--- src/rtl/sram_access_seq.sv ---
// rtl/sram_access_seq.sv - multi-cycle single-word sequencer for a 1Mx16 asynchronous SRAM
//
// Purpose: accepts one read or write request at a time from the memory-side
// logic and runs it on the SRAM bus as IDLE -> ACCESS (WAIT_CYCLES+1 cycles) -> DONE.
// It drives the active-low strobes, owns the tristate data enable and reports
// completion with a one-cycle Done pulse.
//
// Optional build macro: SRAM_SEQ_BYTE_EN. When it is defined, Byte_Sel is captured
// with the request and drives UB/LB during ACCESS. When it is not defined,
// Byte_Sel is ignored and both bytes are always enabled.
//
// Parameters:
//   WAIT_CYCLES  wait cycles per access, legal range 1..15; ACCESS lasts WAIT_CYCLES+1 cycles
//   CNT_W        wait counter width; must be wide enough to hold WAIT_CYCLES
//
// Ports:
//   Clk, Reset            clock; asynchronous active-low reset
//   Req_Rd, Req_Wr        level requests, sampled only in IDLE (read wins if both are high)
//   Addr, Wr_Data         captured when a request is accepted
//   Byte_Sel              [1]=upper byte, [0]=lower byte (SRAM_SEQ_BYTE_EN only)
//   Busy, Done            Busy=state!=IDLE; Done is a one-cycle completion pulse
//   Rd_Data               result of the most recent completed read
//   SRAM_ADDR, SRAM_Dout  registered address and write data
//   SRAM_Din              data read back from the tristate buffer
//   Data_OE               tristate output enable, active high
//   CE, UB, LB, OE, WE    SRAM strobes, active low

module sram_access_seq #(
    parameter int WAIT_CYCLES = 2,
    parameter int CNT_W       = 4
) (
    input  logic        Clk,
    input  logic        Reset,
    input  logic        Req_Rd,
    input  logic        Req_Wr,
    input  logic [19:0] Addr,
    input  logic [15:0] Wr_Data,
    input  logic [1:0]  Byte_Sel,
    output logic        Busy,
    output logic        Done,
    output logic [15:0] Rd_Data,
    output logic [19:0] SRAM_ADDR,
    output logic [15:0] SRAM_Dout,
    input  logic [15:0] SRAM_Din,
    output logic        Data_OE,
    output logic        CE,
    output logic        UB,
    output logic        LB,
    output logic        OE,
    output logic        WE
);

    typedef enum logic [1:0] {
        S_IDLE,
        S_ACCESS,
        S_DONE
    } state_t;

    localparam logic [CNT_W-1:0] CNT_LAST = CNT_W'(WAIT_CYCLES);

    state_t           state;
    state_t           state_nxt;
    logic [CNT_W-1:0] cnt;
    logic             op_rd;
    logic             cnt_last;
    logic             accept;
    logic             ub_act;
    logic             lb_act;

    assign cnt_last = (cnt == CNT_LAST);
    assign accept   = (state == S_IDLE) && (Req_Rd || Req_Wr);

`ifdef SRAM_SEQ_BYTE_EN
    logic [1:0] sel_q;

    always_ff @(posedge Clk or negedge Reset) begin
        if (!Reset) begin
            sel_q <= 2'b00;
        end else if (accept) begin
            sel_q <= Byte_Sel;
        end
    end

    // Byte_Sel=00 leaves both byte lanes disabled: a timed no-op access.
    assign ub_act = ~sel_q[1];
    assign lb_act = ~sel_q[0];
`else
    logic unused_byte_sel;

    assign unused_byte_sel = ^Byte_Sel;
    assign ub_act          = 1'b0;
    assign lb_act          = 1'b0;
`endif

    always_ff @(posedge Clk or negedge Reset) begin
        if (!Reset) begin
            state <= S_IDLE;
        end else begin
            state <= state_nxt;
        end
    end

    always_comb begin
        state_nxt = state;
        Busy      = 1'b0;
        Done      = 1'b0;
        CE        = 1'b1;
        OE        = 1'b1;
        WE        = 1'b1;
        UB        = 1'b1;
        LB        = 1'b1;
        Data_OE   = 1'b0;
        case (state)
            S_IDLE: begin
                if (Req_Rd || Req_Wr) begin
                    state_nxt = S_ACCESS;
                end
            end
            S_ACCESS: begin
                Busy = 1'b1;
                CE   = 1'b0;
                UB   = ub_act;
                LB   = lb_act;
                if (op_rd) begin
                    OE = 1'b0;
                end else begin
                    // WE rises for the final cycle so data is held past the write edge.
                    Data_OE = 1'b1;
                    WE      = cnt_last;
                end
                if (cnt_last) begin
                    state_nxt = S_DONE;
                end
            end
            S_DONE: begin
                Busy      = 1'b1;
                Done      = 1'b1;
                state_nxt = S_IDLE;
            end
            default: begin
                state_nxt = S_IDLE;
            end
        endcase
    end

    always_ff @(posedge Clk or negedge Reset) begin
        if (!Reset) begin
            cnt       <= '0;
            op_rd     <= 1'b0;
            SRAM_ADDR <= '0;
            SRAM_Dout <= '0;
            Rd_Data   <= '0;
        end else if (accept) begin
            cnt       <= '0;
            op_rd     <= Req_Rd;
            SRAM_ADDR <= Addr;
            SRAM_Dout <= Wr_Data;
        end else if (state == S_ACCESS) begin
            // The counter stops at CNT_LAST, so it never wraps.
            if (!cnt_last) begin
                cnt <= cnt + 1'b1;
            end else if (op_rd) begin
                Rd_Data <= SRAM_Din;
            end
        end
    end

endmodule

--- config.mk ---
export PLATFORM = sky130hd
export DESIGN_NAME = sram_access_seq
export DESIGN_NICKNAME = d
export VERILOG_FILES = /design/src/rtl/sram_access_seq.sv
export SDC_FILE = /design/constraint.sdc
export NUM_CORES = 1
export LEC_CHECK = 0
export ABC_AREA = 1
export CORE_AREA = 5 5 86 88
export DETAILED_ROUTE_END_ITERATION = 16
export DIE_AREA = 0 0 91 93
export GPL_TIMING_DRIVEN = 0
export PLACE_DENSITY = 0.81
export SLEW_MARGIN = 5
export SYNTH_ARGS = -nofsm -noshare
export SYNTH_HDL_FRONTEND = slang
export SYNTH_SLANG_ARGS = --single-unit
--- constraint.sdc ---
create_clock -name Clk -period 1.5 [get_ports Clk]
set_input_delay 0.375 -clock Clk [delete_from_list [all_inputs] [get_ports Clk]]
set_output_delay 0.375 -clock Clk [all_outputs]
set_load 0.01 [all_outputs]
==> metrics.md, run 1 <==
| Metric | Value |
|---|---|
| Status | `finished with violations` |
| Failing checks | `setup timing` |
| Syn_area_per_cell | `9.142 µm²` |
| Tot Pwr | `9.255 mW` |
| Max VDD drop | `1627 µV` |
| Die W | `91 µm` |
| Ys Warns | `0` |
| Placed cells | `480` |
| Final wirelength | `7223 µm` |
| Data arrival, critical path | `1.28 ns` |
| Least-Margin Pin Slew | `0.5370 ns` |
| Post-DP Area | `3862 µm²` |
| Max frequency | `605.0 MHz` |
| Fill count | `553` |
| Setup slack, reg-to-reg | `-0.03 ns` |
| Hold crit path type | `in2async` |
| Relative slew slack | `0.6420` |
| Pwr Density | `2119 nW/µm²` |
| Yosys reg bits | `59` |
| CP Class | `reg2out` |
| Reg clk slew, reported paths | `0.06 ns` |
| Maximum buffer depth of the clock tree | `2` |
| Worst setup EP type | `primary output` |
| Initial Util | `0.3952` |
| Cell taking the most area after synthesis | `dfrtp_1` |
| Worst Path Buf+Inv | `3` |
| Remaining Overflow, GRT | `0` |
| PortBufs | `115` |
| CTS tree | `built` |
| Max-Cap Viols | `0` |
| All-Layer GR Usage | `0.1665` |
| # diodes | `0` |
| Initial antenna violation count | `0` |
| Nets | `495` |
| Die Ht | `93 µm` |
| Hold Vio Cnt, Final | `0` |
| Leak pwr | `2.319 nW` |
| Cell family with the largest share of critical-path delay | `flip-flops` |
| # IOs | `118` |
| Fin crit period | `1.653 ns` |
| Final Slew Violations | `0` |
| Core Rows | `30` |
| Cts hold-fix bufs | `0` |
| Post-detail-place hpwl | `4935 µm` |
| Slowest CP cell | `dfrtp_1` |
| Drt first pass iters | `4` |
| Worst Path Required | `1.12 ns` |
| Layout cells sized above 1 | `0.1732` |
| Non-filler cells, final | `513` |
| Synth unique cells | `21` |
| Drt via density | `4.591` |
| Residual DRC | `0` |
| Initial drt markers | `48` |
| Area of the core | `6569 µm²` |
| Vias in the first global route | `2311` |
| Total clock sinks | `59` |
| Area Growth Syn to Fin | `68.24%` |
| Period utilization | `1.102` |
| First-pass GRT wire length | `11160 µm` |
| Worst-Skew Late Latency | `0.33 ns` |
| RSZ-0062 raised after global routing | `true` |
| Antenna-violating nets left | `0` |
| Largest net degree at the start of global routing | `38` |
| H-Tree Depth | `3` |
| CTS buffer count | `9` |
| Synth Cell Area | `2596 µm²` |
| Final WS setup | `-0.1529 ns` |
| Via count | `2355` |
| Delay of the slowest critical-path stage | `0.39 ns` |
| # setup viols final | `20` |
| Total die area | `8463 µm²` |
| Crit path cell chain | `inv_2, ha_4, buf_4, nand2_4, buf_6` |
| Startpoint types | `flip-flop` |
| Syn Nets | `349` |
| DP Worst Slack | `-0.3691 ns` |
| DR WL/cell | `14.08 µm` |
| Design Area, Final | `4368 µm²` |
| Post-synthesis cell count | `284` |
| Critical-path maximum fanout | `3` |
| Seq/Total Area, Yosys | `0.5687` |
| Root Driver | `clkbuf_8` |
| GPL Wtd Cong | `0.7619` |
| Clock Skews | `0.005024 ns` |
| Top cells by area, synth | `dfrtp_1 57%, nand2_1 12%, o21ai_0 7.3%` |
| Setup TNS Final | `-0.9105 ns` |
| Synth top area share | `0.5687` |
==> synth_stat cells, drive strengths merged <==
master,number
ha,7
buf,12
nand2,86
o21ai,39
a21oi,2
nand3,22
nor3,1
clkbuf,3
dfrtp,59
a31oi,1
inv,43
nor2,9
==> placed cells by master (no fill, tap or decap) <==
master | synthesis | final
buf_8 | 2 | 6
nand3_4 | 0 | 1
clkbuf_16 | 0 | 6
o21ai_4 | 1 | 1
buf_12 | 0 | 3
a21oi_1 | 2 | 2
ha_2 | 0 | 1
nand3_1 | 21 | 21
nand2_4 | 1 | 2
clkdlybuf4s50_1 | 0 | 54
nand2_1 | 84 | 83
nor2_1 | 6 | 5
inv_2 | 0 | 3
o21ai_0 | 38 | 25
o21ai_1 | 0 | 13
buf_2 | 1 | 2
a31oi_1 | 1 | 1
clkbuf_2 | 0 | 3
bufinv_16 | 0 | 1
clkbuf_8 | 0 | 12
nor2_2 | 2 | 2
buf_6 | 7 | 12
buf_4 | 2 | 11
inv_1 | 43 | 39
nor3_1 | 1 | 1
dfrtp_1 | 59 | 59
ha_4 | 0 | 3
dlygate4sd2_1 | 0 | 52
inv_4 | 0 | 1
nand2_2 | 1 | 1
clkbuf_4 | 0 | 1
clkinv_2 | 0 | 1
nor2_4 | 0 | 1
ha_1 | 7 | 3
nor2_8 | 1 | 1
==> per-stage QoR <==
stage                       util  hold WS (ns)
after floorplan                -       0.07941
after global placement    0.5857        0.4546
after detailed placement  0.5880        0.3891
after CTS                 0.6299       0.02798
after global routing      0.6650       0.06769
final                     0.6650       0.02069
==> layer usage <==
layer / vias up / wire length, µm / track usage
li1: 1165 / - / -
met3: 11 / 512 / 0.04666
met1: 1092 / 2941 / 0.2004
met2: 87 / 3649 / 0.2788
met4: 0 / 119 / 0.07213
met5: - / 0 / 0
==> worst register-to-register path, cell delays in order (launching register included) <==
cell,delay [ns]
dfrtp_1,0.39
inv_2,0.10
ha_4,0.16
buf_4,0.12
nand2_4,0.06
buf_6,0.14
inv_2,0.06
nand3_4,0.12
buf_4,0.17
nand2_1,0.05
nand2_1,0.05
==> sequential cells by signal, summed over array words and instances, names as in the netlist <==
name	cells
SRAM_Dout	16
Rd_Data	16
cnt	4
SRAM_ADDR	20
state	2
op_rd	1
==> cell families after synthesis <==
family                   synth area share
AND/OR/NAND/NOR                    0.1957
buffers and inverters              0.1161
adder cells (fa/ha/maj)           0.03373
AO/OA/AOI/OAI                     0.08579
flip-flops                         0.5687
==> final cells by class <==
class / instances / area, µm² / share of cell area
Tap cell: 80 / 100.1 / 0.02292
Clock buffer: 12 / 165.2 / 0.03781
Timing Repair Buffer: 135 / 1376 / 0.3151
Clock inverter: 2 / 35.03 / 0.008021
Buffer: 15 / 170.2 / 0.03896
Sequential cell: 59 / 1476 / 0.3380
Inverter: 43 / 163.9 / 0.03753
Multi-Input combinational cell: 167 / 880.8 / 0.2017
==> report_power, final <==
| part | leakage [nW] | internal, mW | switching, mW |
|---|---|---|---|
| clock | 0.104 | 0.882 | 0.590 |
| combinational | 1.47 | 2.60 | 2.39 |
| sequential | 0.741 | 2.36 | 0.429 |
==> timing repair <==
action,CTS,global route
gates cloned,1,6
pin swaps,3,4
resized for setup,109,26
buffers inserted,9,3
setup endpoints to repair,94,52
==> path summary, 6_finish.rpt <==
| kind | from | endpoint | cells past startpoint |
|---|---|---|---|
| worst min register to register | Rd_Data[10] | Rd_Data[10] | 2 |
| min in group Clk | Rd_Data[10] | Rd_Data[10] | 2 |
| worst min-delay path | Reset | SRAM_Dout[7] | 1 |
| worst max-delay path | state[1] | OE | 5 |
| max in group asynchronous | Reset | SRAM_ADDR[7] | 2 |
| worst max register to register | state[1] | Rd_Data[15] | 10 |
Note: power is estimated with default switching activity, not from simulation.
==> run 2: changes to the inputs <==
ABC_AREA = default   (was 1)
CORE_AREA = 5 5 85 87   (was 5 5 86 88)
DIE_AREA = 0 0 90 92   (was 0 0 91 93)
PLACE_DENSITY = 0.8   (was 0.81)
==> metrics.md, run 2 <==
| Metric | Value |
|---|---|
| Final Slew Violations | `0` |
| Reg clk slew, reported paths | `0.07 ns` |
| CTS buffer count | `9` |
| Area Growth Syn to Fin | `81.09%` |
| Critical-path maximum fanout | `2` |
| Placed cells | `349` |
| DR WL/cell | `16.61 µm` |
| Design Area, Final | `4434 µm²` |
| Max-Cap Viols | `0` |
| Most frequent cells in the layout | `57 x dfrtp_1, 53 x dlygate4sd2_1, 52 x clkdlybuf4s50_1` |
| Worst setup EP type | `primary output` |
| Most common cell in the synthesized netlist | `dfrtp_1` |
| DP Worst Slack | `-0.5572 ns` |
| Final core occ | `0.7064` |
| Commonest non-fill, non-tap cell in the layout | `dfrtp_1` |
| First-pass GRT wire length | `10050 µm` |
| Least-Margin Pin Slew | `0.7481 ns` |
| Largest net degree at the start of global routing | `60` |
| Seq/Total Area, Yosys | `0.6030` |
| Synth top area share | `0.6030` |
| Fin crit period | `1.880 ns` |
| Core Rows | `29` |
| Max VDD drop | `1253 µV` |
| Yosys reg bits | `59` |
| Asr flop ratio synth | `1.000` |
| Most common library cells after synthesis | `59 x dfrtp_1, 43 x mux2_2, 10 x mux2_4, 10 x nand2_1, 7 x ha_1` |
| Pwr Density | `2159 nW/µm²` |
| Area of the core | `6277 µm²` |
| Status | `finished with violations` |
| Non-filler cells, final | `392` |
| # setup viols final | `59` |
| Drt via density | `4.694` |
| Nets | `375` |
| Relative slew slack | `0.5013` |
| Initial antenna violation count | `0` |
| # diodes | `0` |
| CP Class | `reg2out` |
| Number of synthesized flops with an enable pin | `0` |
| Tot Pwr | `9.572 mW` |
| Via count | `1840` |
| Data arrival, critical path | `1.50 ns` |
| PortBufs | `115` |
| Total die area | `8280 µm²` |
| Fin Hold WS | `0.1083 ns` |
| Total clock sinks | `59` |
| Top Registers | `SRAM_ADDR: 20 flops, Rd_Data: 16 flops, SRAM_Dout: 16 flops` |
| Cts hold-fix bufs | `0` |
| Hold Vio Cnt, Final | `0` |
| H-Tree Depth | `3` |
| Final wirelength | `6510 µm` |
| Ys flop type | `dfrtp_1` |
| Top cells by area, synth | `dfrtp_1 60%, mux2_2 20%, mux2_4 6.1%` |
| Hold crit path type | `in2async` |
| Worst Path Required | `1.12 ns` |
| Period utilization | `1.253` |
| Syn Nets | `222` |
| Maximum buffer depth of the clock tree | `2` |
| Residual DRC | `0` |
| Drt first pass iters | `4` |
| Max frequency | `532.0 MHz` |
| R2R depth | `7` |
| Largest register FFs | `20` |
| Largest Register | `SRAM_ADDR` |
| Remaining Overflow, GRT | `0` |
| Ys Warns | `0` |
| Clock Skews | `0.009069 ns` |
| # IOs | `118` |
| Antenna-violating nets left | `0` |
| Vias in the first global route | `2024` |
| Die W | `90 µm` |
| Cell taking the most area after synthesis | `dfrtp_1` |
| GPL Wtd Cong | `0.7031` |
| CTS tree | `built` |
| RSZ-0062 raised after global routing | `true` |
| Post-synthesis cell count | `157` |
| Die Ht | `92 µm` |
| Initial Util | `0.3901` |
| Layout cells sized above 1 | `0.4190` |
| Final WS setup | `-0.3797 ns` |
| Synth Cell Area | `2449 µm²` |
| Initial drt markers | `37` |
| Root Driver | `clkbuf_8` |
| Syn_area_per_cell | `15.60 µm²` |
| Failing checks | `setup timing` |
| Setup TNS Final | `-7.866 ns` |
| All-Layer GR Usage | `0.1524` |
| Leak pwr | `2.194 nW` |
| Synth unique cells | `26` |
| Startpoint types | `flip-flop` |
| Post-detail-place hpwl | `4108 µm` |
| Worst-Skew Late Latency | `0.33 ns` |
| Post-DP Area | `3720 µm²` |
==> run 2: changes by cell type after synthesis, moves of 3 or more <==
cell,delta
nand3_1,-21
buf_2,+3
o21ai_0,-37
mux2_2,+43
inv_1,-39
clkbuf_1,-3
nor2_1,-5
mux2_4,+10
nand2_1,-74
buf_6,-6
==> run 2: power breakdown <==
group          switching (mW)  total (mW)  internal (mW)
Combinational            2.02        5.36           3.34
Sequential              0.446        2.83           2.38
Clock                   0.604        1.38          0.780
Total                    3.07        9.57           6.50
==> run 2: path summary, 6_finish.rpt <==
kind                                   start            to  slack [ns]
worst max-delay path                  cnt[0]            WE       -0.38
worst min-delay path                   Reset         op_rd        0.11
worst max register to register        cnt[0]      state[0]       -0.30
worst min register to register  SRAM_Dout[2]  SRAM_Dout[2]        0.50
max in group asynchronous              Reset        cnt[1]        0.87
min in group Clk                SRAM_Dout[2]  SRAM_Dout[2]        0.50
==> run 2: area by class of cell <==
type	instances	area (µm²)
clock buffers	15	186.4
repair buffers	145	1448
fillers	450	1843
multi-input cells	87	1140
well taps	77	96.34
plain buffers	4	57.56
flip-flops and latches	59	1479
clock inverters	1	5.005
inverters	4	22.52
==> run 2: timing repair <==
item | 4_1_cts | 5_1_grt
endpoints found under the hold margin | 0 | 0
gates resized for setup | 151 | 31
cloned | 3 | 1
buffers inserted | 19 | 9
endpoints found under the setup margin | 114 | 62
pin swaps | 5 | 7
==> run 2: kinds of logic (layout without fill, tap and decap cells) <==
logic type	count (synthesis)	in the layout	share of synthesized area
mux	54	54	0.2632
compound gates	6	6	0.02044
simple gates	19	19	0.04906
xor+xnor	1	1	0.003578
fa+ha+maj	7	7	0.03577
buf+inv	11	169	0.02503
flops	59	59	0.6030
==> run 2: layer usage <==
metal	track usage	vias up	wire length [µm]
li1	-	855	-
met1	0.1727	903	2677
met2	0.2512	74	3167
met3	0.06792	8	592
met4	0.06328	0	72
met5	0	-	0
==> run 2: critical path: stages, from the launching register on <==
cell and delay, ns:
dfrtp_1 0.40, inv_2 0.09, ha_4 0.13, or3b_4 0.38, nand2_1 0.06, buf_2 0.12
